===== src/rtl/ucsbece154b_fetch_unit_pkg.sv =====
`default_nettype none
// ============================================================================
//  Module : ucsbece154b_fetch_unit_pkg
//  Brief  : Shared types and constants for the instruction-fetch stage.
//  Rev    : 1.0  initial release
// ============================================================================
package ucsbece154b_fetch_unit_pkg;

  // Fetch-side request tracking: live request, word parked in buffer,
  // or a stale request whose response must be thrown away.
  typedef enum logic [1:0] {
    S_REQ  = 2'd0,
    S_BUF  = 2'd1,
    S_DROP = 2'd2
  } fetch_state_t;

  // addi x0, x0, 0
  localparam logic [31:0] NOP_INSTR        = 32'h0000_0013;
  localparam logic [31:0] RESET_PC_DEFAULT = 32'h0001_0000;

endpackage
`default_nettype wire


===== src/rtl/ucsbece154b_fetch_unit.sv =====
`default_nettype none
// ============================================================================
//  Module : ucsbece154b_fetch_unit
//  Brief  : IF stage. Owns PCF and the IF/ID register, drives a single-
//           outstanding variable-latency instruction memory port, and fills
//           decode with bubbles while memory is slow.
//  Rev    : 1.0  initial release
// ============================================================================
module ucsbece154b_fetch_unit
  import ucsbece154b_fetch_unit_pkg::*;
#(
  parameter logic [31:0] RESET_PC = RESET_PC_DEFAULT
) (
  input  logic        clk,
  input  logic        reset,
  input  logic        StallD_i,
  input  logic        FlushD_i,
  input  logic        PCSrcE_i,
  input  logic [31:0] PCTargetE_i,
  output logic        imem_req_o,
  output logic [31:0] imem_addr_o,
  input  logic        imem_ready_i,
  input  logic [31:0] imem_rdata_i,
  output logic [31:0] PCF_o,
  output logic [31:0] InstrD_o,
  output logic [31:0] PCD_o,
  output logic [31:0] PCPlus4D_o,
  output logic        ValidD_o
);

  fetch_state_t state, state_n;
  logic [31:0]  pcf, pcf_n;
  logic [31:0]  buffer, buffer_n;
  logic [31:0]  drop_addr, drop_addr_n;
  logic [31:0]  fetch_addr;
  logic [31:0]  pcf_plus4;
  logic [31:0]  word;
  logic         word_avail;
  logic         consume;

  // Memory port is decoded from registered state only; the stale address is
  // held while a discarded request is still in flight.
  assign fetch_addr  = (state == S_DROP) ? drop_addr : pcf;
  assign imem_addr_o = fetch_addr;
  assign imem_req_o  = !reset && (state != S_BUF);
  assign PCF_o       = pcf;

  assign pcf_plus4  = pcf + 32'd4;
  assign word_avail = ((state == S_REQ) && imem_ready_i) || (state == S_BUF);
  assign word       = (state == S_BUF) ? buffer : imem_rdata_i;
  assign consume    = word_avail && !PCSrcE_i && !FlushD_i && !StallD_i;

  // Next-state: redirect beats everything, then consume, then park/drop.
  always_comb begin
    state_n     = state;
    pcf_n       = pcf;
    buffer_n    = buffer;
    drop_addr_n = drop_addr;
    if (PCSrcE_i) begin
      pcf_n = PCTargetE_i;
      if (((state == S_REQ) || (state == S_DROP)) && !imem_ready_i) begin
        drop_addr_n = fetch_addr;
        state_n     = S_DROP;
      end else begin
        state_n = S_REQ;
      end
    end else if (consume) begin
      pcf_n   = pcf_plus4;
      state_n = S_REQ;
    end else begin
      case (state)
        S_REQ: begin
          // Word arrived but decode cannot take it: park it.
          if (imem_ready_i) begin
            buffer_n = imem_rdata_i;
            state_n  = S_BUF;
          end
        end
        S_DROP: begin
          if (imem_ready_i) state_n = S_REQ;
        end
        default: begin
          state_n = state;
        end
      endcase
    end
  end

  // Fetch state, PC, holding buffer and stale-request address.
  always_ff @(posedge clk) begin
    if (reset) begin
      state     <= S_REQ;
      pcf       <= RESET_PC;
      buffer    <= NOP_INSTR;
      drop_addr <= 32'd0;
    end else begin
      state     <= state_n;
      pcf       <= pcf_n;
      buffer    <= buffer_n;
      drop_addr <= drop_addr_n;
    end
  end

  // IF/ID register: flush/redirect bubble, stall hold, load or bubble.
  always_ff @(posedge clk) begin
    if (reset || PCSrcE_i || FlushD_i) begin
      InstrD_o   <= NOP_INSTR;
      PCD_o      <= 32'd0;
      PCPlus4D_o <= 32'd0;
      ValidD_o   <= 1'b0;
    end else if (StallD_i) begin
      InstrD_o   <= InstrD_o;
      PCD_o      <= PCD_o;
      PCPlus4D_o <= PCPlus4D_o;
      ValidD_o   <= ValidD_o;
    end else if (consume) begin
      InstrD_o   <= word;
      PCD_o      <= pcf;
      PCPlus4D_o <= pcf_plus4;
      ValidD_o   <= 1'b1;
    end else begin
      InstrD_o   <= NOP_INSTR;
      PCD_o      <= 32'd0;
      PCPlus4D_o <= 32'd0;
      ValidD_o   <= 1'b0;
    end
  end

endmodule
`default_nettype wire


===== config.mk =====
export PLATFORM = sky130hd
export DESIGN_NAME = ucsbece154b_fetch_unit
export DESIGN_NICKNAME = d
export VERILOG_FILES = /design/src/rtl/ucsbece154b_fetch_unit_pkg.sv /design/src/rtl/ucsbece154b_fetch_unit.sv
export SDC_FILE = /design/constraint.sdc
export NUM_CORES = 1
export LEC_CHECK = 0
export BUFFER_PORTS_ARGS = -buffer_cell sky130_fd_sc_hd__buf_2
export CAP_MARGIN = 40
export CORE_AREA = 10 10 179 181
export DETAILED_ROUTE_END_ITERATION = 7
export DIE_AREA = 0 0 189 191
export REMOVE_ABC_BUFFERS = 1
export SYNTH_ARGS = -nofsm -noshare
export SYNTH_HDL_FRONTEND = slang
export SYNTH_SLANG_ARGS = --single-unit

===== constraint.sdc =====
create_clock -name clk -period 2.6 [get_ports clk]
set_clock_uncertainty 0.05 [all_clocks]
set_input_delay 0.13 -clock clk [delete_from_list [all_inputs] [get_ports clk]]
set_output_delay 0.13 -clock clk [all_outputs]
set_load 0.005 [all_outputs]

* Word level (Yosys, flattened, before mapping) *
Index checks and enable logic that the tools add are counted.

storage, ports and cells
  register bits after elaboration = 195
  output and inout port bits = 162
  logic and storage cells = 51

cells by class
  add/subtract/negate cells = 1
  equality and inequality tests = 5
  multiplexer cells = 14
  bitwise operators = 2
  reductions and logical operators = 21

operator list
  cell                                                                     number
  32-bit 2-to-1 mux                                                        7
  32-bit by 3-bit adder with 32-bit output, second input constant          1
  2-bit 2-to-1 mux                                                         5
  4-bit inequality test, second input constant                             2
  1-bit logical AND                                                        6
  1-bit zero test                                                          5
  1-bit logical OR                                                         4
  2-bit case mux with 2 select lines                                       1
  4-bit AND reduction                                                      1
  4-bit nonzero test                                                       1
  3-bit AND reduction                                                      1
  2-bit by 1-bit == test with 1-bit output, second input constant          1
  2-bit == test, second input constant                                     1
  2-bit zero test                                                          1
  2-bit by 1-bit inequality test with 1-bit output, second input constant  1
  1-bit inverter                                                           2
  2-bit AND reduction                                                      1
  2-bit nonzero test                                                       1
  1-bit 2-to-1 mux                                                         1

* Logic depth before layout (Yosys ltp) *
  depth in word-level cells = 8
  depth in mapped cells = 9

* Least setup slack after synthesis *
Ideal clock, no wire load.

  path type = reg-to-reg
  start point = reg state[0]
  end point = reg buffer[0]
  library setup time = 0.129 ns
  data arrival time = 1.747 ns
  data required time = 2.421 ns
  slack = 0.674 ns
  stages on the path, launching flop included = 9
  period minus slack after synthesis = 1.926 ns
  path through = dfxtp_1 -> buf_6 -> or2_1 -> buf_6 -> a21o_4 -> nor4_4 -> buf_6 -> mux2i_1 -> nand2_1

between the ends
  cells in the longest elaborated chain, start to end = 8

ends and longest elaborated chain
  what                             RTL line                                                    source
  start: declaration               ucsbece154b_fetch_unit.sv:31                                fetch_state_t state, state_n;
  start signal: assignment         ucsbece154b_fetch_unit.sv:97                                state <= state_n;
  2-bit zero test                  ucsbece154b_fetch_unit.sv:49, ucsbece154b_fetch_unit.sv:71
  1-bit logical AND                ucsbece154b_fetch_unit.sv:49                                assign word_avail = ((state == S_REQ) && imem_ready_i) || (state == S_BUF);
  1-bit logical OR                 ucsbece154b_fetch_unit.sv:49
  1-bit logical AND (3 in a row)   ucsbece154b_fetch_unit.sv:51                                assign consume = word_avail && !PCSrcE_i && !FlushD_i && !StallD_i;
  1-bit inverter (no line)         --
  4-bit AND reduction (no line) *  --
  end signal: assignment           ucsbece154b_fetch_unit.sv:99                                buffer <= buffer_n;
  end: declaration                 ucsbece154b_fetch_unit.sv:33                                logic [31:0] buffer, buffer_n;

Every way passes the cells marked *; elsewhere a longest branch is shown, timed or not.
A chain may end at the register's enable or synchronous reset.

* Worst setup path in the final report *
  start point = reg state[0]
  end point = out imem_addr_o[17]

between the ends
  cells in the longest elaborated chain, start to end = 2

ends and longest elaborated chain
  what               RTL line                      source
  2-bit == test      ucsbece154b_fetch_unit.sv:43  assign fetch_addr = (state == S_DROP) ? drop_addr : pcf;
  32-bit 2-to-1 mux  ucsbece154b_fetch_unit.sv:43
  end: declaration   ucsbece154b_fetch_unit.sv:21  output logic [31:0] imem_addr_o,

No other way between the ends.

==> results.txt <==
----------------------------------------------------
[STA]
  Worst Tran Pin Value ... 0.766 ns
  Period utilization ... 0.883
  Max-slew violations ... 0
  Final setup vio count ... 0
  Final number of hold-violating endpoints ... 0
  Unrepaired setup endpoints after global routing ... false
  Shortest clock period the worst path allows after layout ... 2.30 ns
  Final hold slack ... 0.0256 ns
  Relative max-transition margin ... 0.487
  Max Fclk ... 435 MHz

[Setup path]
  Slowest library cell on the worst path ... sky130_fd_sc_hd__nand2b_1
  Data arrival at the endpoint of the critical path ... 2.12 ns
  R2r worst-path depth ... 5
  Launch point of the worst reg-to-reg path ... PCF_o[12]
  List of cells traversed by the critical path ... nand2b_1 > buf_12 > nand2_1 > nand2_1 > buf_2
  WP data required ... 2.42 ns
  Crit Path Class ... reg2out
  Startpoint type of the worst setup path ... flip-flop
  Setup slack of the worst register-to-register path ... 0.33 ns
  Worst path most repeated cell ... sky130_fd_sc_hd__nand2_1
  Worst path bufs/invs ... 2
  Worst path max stage delay ... 0.55 ns
  Capturing element type of the critical path ... output port
  Maximum fanout count along the critical path ... 22
  Endpoint of the lowest-slack register-to-register path ... PCF_o[23]
  CP top delay family ... simple AND/OR/NAND/NOR gates

[Synth]
  Number of flops mapped to enable cells by yosys ... 0
  Post-synthesis async set-or-reset flop share ... 0
  Top area cells in the synthesized netlist ... sky130_fd_sc_hd__dfxtp_1 (46%), sky130_fd_sc_hd__nand2_1 (10%), sky130_fd_sc_hd__nor2_1 (6.5%)
  Post-synthesis average cell area ... 7.87 sq um
  Distinct cell type count of the synthesized netlist ... 50
  Share of Yosys cell area claimed by the top area cell type ... 0.461
  Syn Inst Count ... 1066
  Synth Cell Area ... 8380 sq um
  Main synth FF type ... sky130_fd_sc_hd__dfxtp_1
  Register bit total from synthesis ... 193
  Most used standard cell by instance count after synthesis ... sky130_fd_sc_hd__nand2_1
  Most frequent cells after synthesis ... sky130_fd_sc_hd__nand2_1 (223), sky130_fd_sc_hd__dfxtp_1 (193), sky130_fd_sc_hd__nor2_1 (145), sky130_fd_sc_hd__a21oi_1 (77), sky130_fd_sc_hd__o21ai_0 (72)
  Dominant cell type by area after synthesis ... sky130_fd_sc_hd__dfxtp_1
  Warnings from Yosys ... 0
  Sequential-to-total area share from yosys stat ... 0.461

[Min path]
  Hold path depth ... 2
  Type of the worst min-delay path ... in2reg
  Worst Hold Launch ... reset
  End point of the most critical hold path ... drop_addr[18]

[Placed design]
  # port buffers ... 231
  Half-perimeter wire length of the detailed placement result ... 22200 um
  Routability congestion estimate ... 0.821

[GRT]
  Pin count of the biggest net entering global routing ... 50
  GRT Overall Usage ... 0.172
  Grt ovf ... 0
  Global-route wire length before repair ... 48600 um
  Via count of the first global-routing pass ... 8225
  Initial antenna violation count ... 1

[CTS]
  Clock latency at the later pin of the worst-skew pair ... 0.44 ns
  Clock sink count ... 193
  Number of buffers between clock root and the deepest sink ... 2
  Clock transition at path regs ... 0.07 ns
  Post-cts repair resize count ... 0
  Num CTS Buffers ... 17
  TritonCTS clock tree ... yes
  Post-CTS setup buffers ... 0
  Total of hold buffers inserted after clock tree synthesis ... 61
  Root buffer cell ... sky130_fd_sc_hd__clkbuf_16
  Depth of the CTS H-tree ... 4

[Final layout]
  Area growth syn-to-layout ... 32.7%
  Ratio of cells with drive above 1 in the final layout ... 0.235
  NumNets Final ... 1393
  Utilization after layout ... 0.391

[Floorplan]
  Vert. Die Dim ... 191 um
  Starting utilization of the core area ... 0.294
  Die footprint ... 36100 sq um
  Overall die width ... 189 um
  Core area ... 28500 sq um
  Count of boundary I/O pins ... 232
  Std cell rows ... 62

[Route]
  DR vias/cell ... 4.97
  Average detailed-routed wire length per instance ... 18.6 um
  DRT iter0 DRCs ... 704
  Drt first pass iters ... 5
  Residual DRC count ... 0
  Remaining antenna violation count ... 0
  Sum of routed wire length over all layers ... 32000 um
  Total number of vias ... 8541

[Power and ir drop]
  Ratio of total power to cell area ... 583 nW/um^2
  Design Power ... 6490 uW
  Pleak ... 0.00477 uW
  Worst IR drop on VDD ... 0.000354 V

[Flow run]
  Number of max-capacitance violations reported ... 0

[Outcome]
  Outcome ... complete, no violations

----------------------------------------------------
## worst reg2reg max path: cells and delay by family, from the launching register on
kind	cells	cell delay [ns]
and+or+nand+nor	3	0.99
DFF	1	0.62
AOI/OAI and AO/OA	2	0.49
## stage by stage
stage | setup WS (ns) | cell area (sq um) | setup TNS, ns | std cells
floorplan | -0.327 | 7980 | -18.84 | 976
global placement | 0.419 | 9940 | 0 | 1626
detailed placement | 0.382 | 9940 | 0 | 1626
CTS | 0.287 | 11100 | 0 | 1719
global route | 0.182 | 11100 | 0 | 1720
finish | 0.303 | 11100 | 0 | 1720
## layout make-up
cell class / count / area, sq um
fill: 2964 / 17300
multi-input combinational: 775 / 4110
sequential: 193 / 3860
timing repair buffer: 327 / 2070
tap: 384 / 480
clock buffer: 17 / 425
clock inverter: 15 / 143
inverter: 8 / 30.0
antenna: 1 / 2.50
## logic make-up (layout without fill, tap and decap cells)
kind of cell	after synthesis	count (layout)	share of synthesized area
compound gates	227	227	0.159
xor+xnor	29	29	0.0303
fa+ha+maj	1	1	0.00149
buf+inv	98	367	0.0524
flops	193	193	0.461
mux	35	35	0.0419
other cells	0	1	0
simple gates	483	483	0.254
## layer usage
metal / global-route usage / routed length, um / vias to the layer above
met1: 0.218 / 14000 / 4064
met3: 0.0476 / 2250 / 29
met5: 0 / 0 / -
li1: - / - / 4141
met4: 0.0537 / 556 / 0
met2: 0.278 / 15200 / 307
## cells in the final DEF, fill, tap and decap left out, types with 2 or more instances in the layout
master	Yosys	layout
sky130_fd_sc_hd__nand2_1	223	222
sky130_fd_sc_hd__nor4_4	3	3
sky130_fd_sc_hd__buf_4	2	34
sky130_fd_sc_hd__nor2b_1	4	2
sky130_fd_sc_hd__inv_8	0	3
sky130_fd_sc_hd__inv_1	8	8
sky130_fd_sc_hd__nand3_1	49	49
sky130_fd_sc_hd__buf_12	0	3
sky130_fd_sc_hd__nor4_2	2	2
sky130_fd_sc_hd__clkinvlp_4	0	3
sky130_fd_sc_hd__inv_6	0	5
sky130_fd_sc_hd__xor2_1	18	18
sky130_fd_sc_hd__xnor2_1	11	11
sky130_fd_sc_hd__nand2b_1	3	3
sky130_fd_sc_hd__nor3_1	5	5
sky130_fd_sc_hd__and2_1	7	6
sky130_fd_sc_hd__nand4_2	2	2
sky130_fd_sc_hd__dlygate4sd3_1	0	61
sky130_fd_sc_hd__o22ai_1	4	4
sky130_fd_sc_hd__mux2i_1	34	34
sky130_fd_sc_hd__clkbuf_16	0	17
sky130_fd_sc_hd__and3_1	13	13
sky130_fd_sc_hd__or3_1	8	7
sky130_fd_sc_hd__o311ai_0	4	4
sky130_fd_sc_hd__a221oi_1	2	2
sky130_fd_sc_hd__buf_2	18	229
sky130_fd_sc_hd__a21oi_1	77	77
sky130_fd_sc_hd__nor2_1	145	144
sky130_fd_sc_hd__clkinv_4	0	3
sky130_fd_sc_hd__nor4_1	2	2
sky130_fd_sc_hd__and4_1	3	3
sky130_fd_sc_hd__a31oi_1	18	18
sky130_fd_sc_hd__a211oi_1	2	2
sky130_fd_sc_hd__a22oi_1	37	37
sky130_fd_sc_hd__a222oi_1	2	2
sky130_fd_sc_hd__nand4_1	8	8
sky130_fd_sc_hd__dfxtp_1	193	193
sky130_fd_sc_hd__nand4b_1	2	2
sky130_fd_sc_hd__o21ai_0	72	72
## power breakdown
| part | total [uW] | internal, uW | switching (uW) |
|---|---|---|---|
| Clock | 2590 | 1270 | 1320 |
| Sequential | 3130 | 3040 | 89.3 |
| Combinational | 767 | 321 | 445 |
## sequential cells by signal, summed over array words and instances, names as in the netlist
register    flops
InstrD_o       32
PCD_o          32
PCF_o          32
buffer         32
drop_addr      32
PCPlus4D_o     30
state           2
ValidD_o        1
## how the worst max path moves through the flow
| stage | startpoint | to | slack (ns) | cells past startpoint |
|---|---|---|---|---|
| 2_1_floorplan | state[0] | buffer[0] | -0.33 | 5 |
| 3_3_place_gp | state[0] | PCF_o[31] | 0.42 | 6 |
| 4_1_cts | state[0] | imem_addr_o[17] | 0.29 | 5 |
| 3_5_place_dp | state[0] | PCF_o[31] | 0.38 | 6 |
| 6_report | state[0] | imem_addr_o[17] | 0.30 | 5 |
| 5_1_grt | state[0] | imem_addr_o[17] | 0.18 | 5 |
Note: power is estimated with default switching activity, not from simulation.
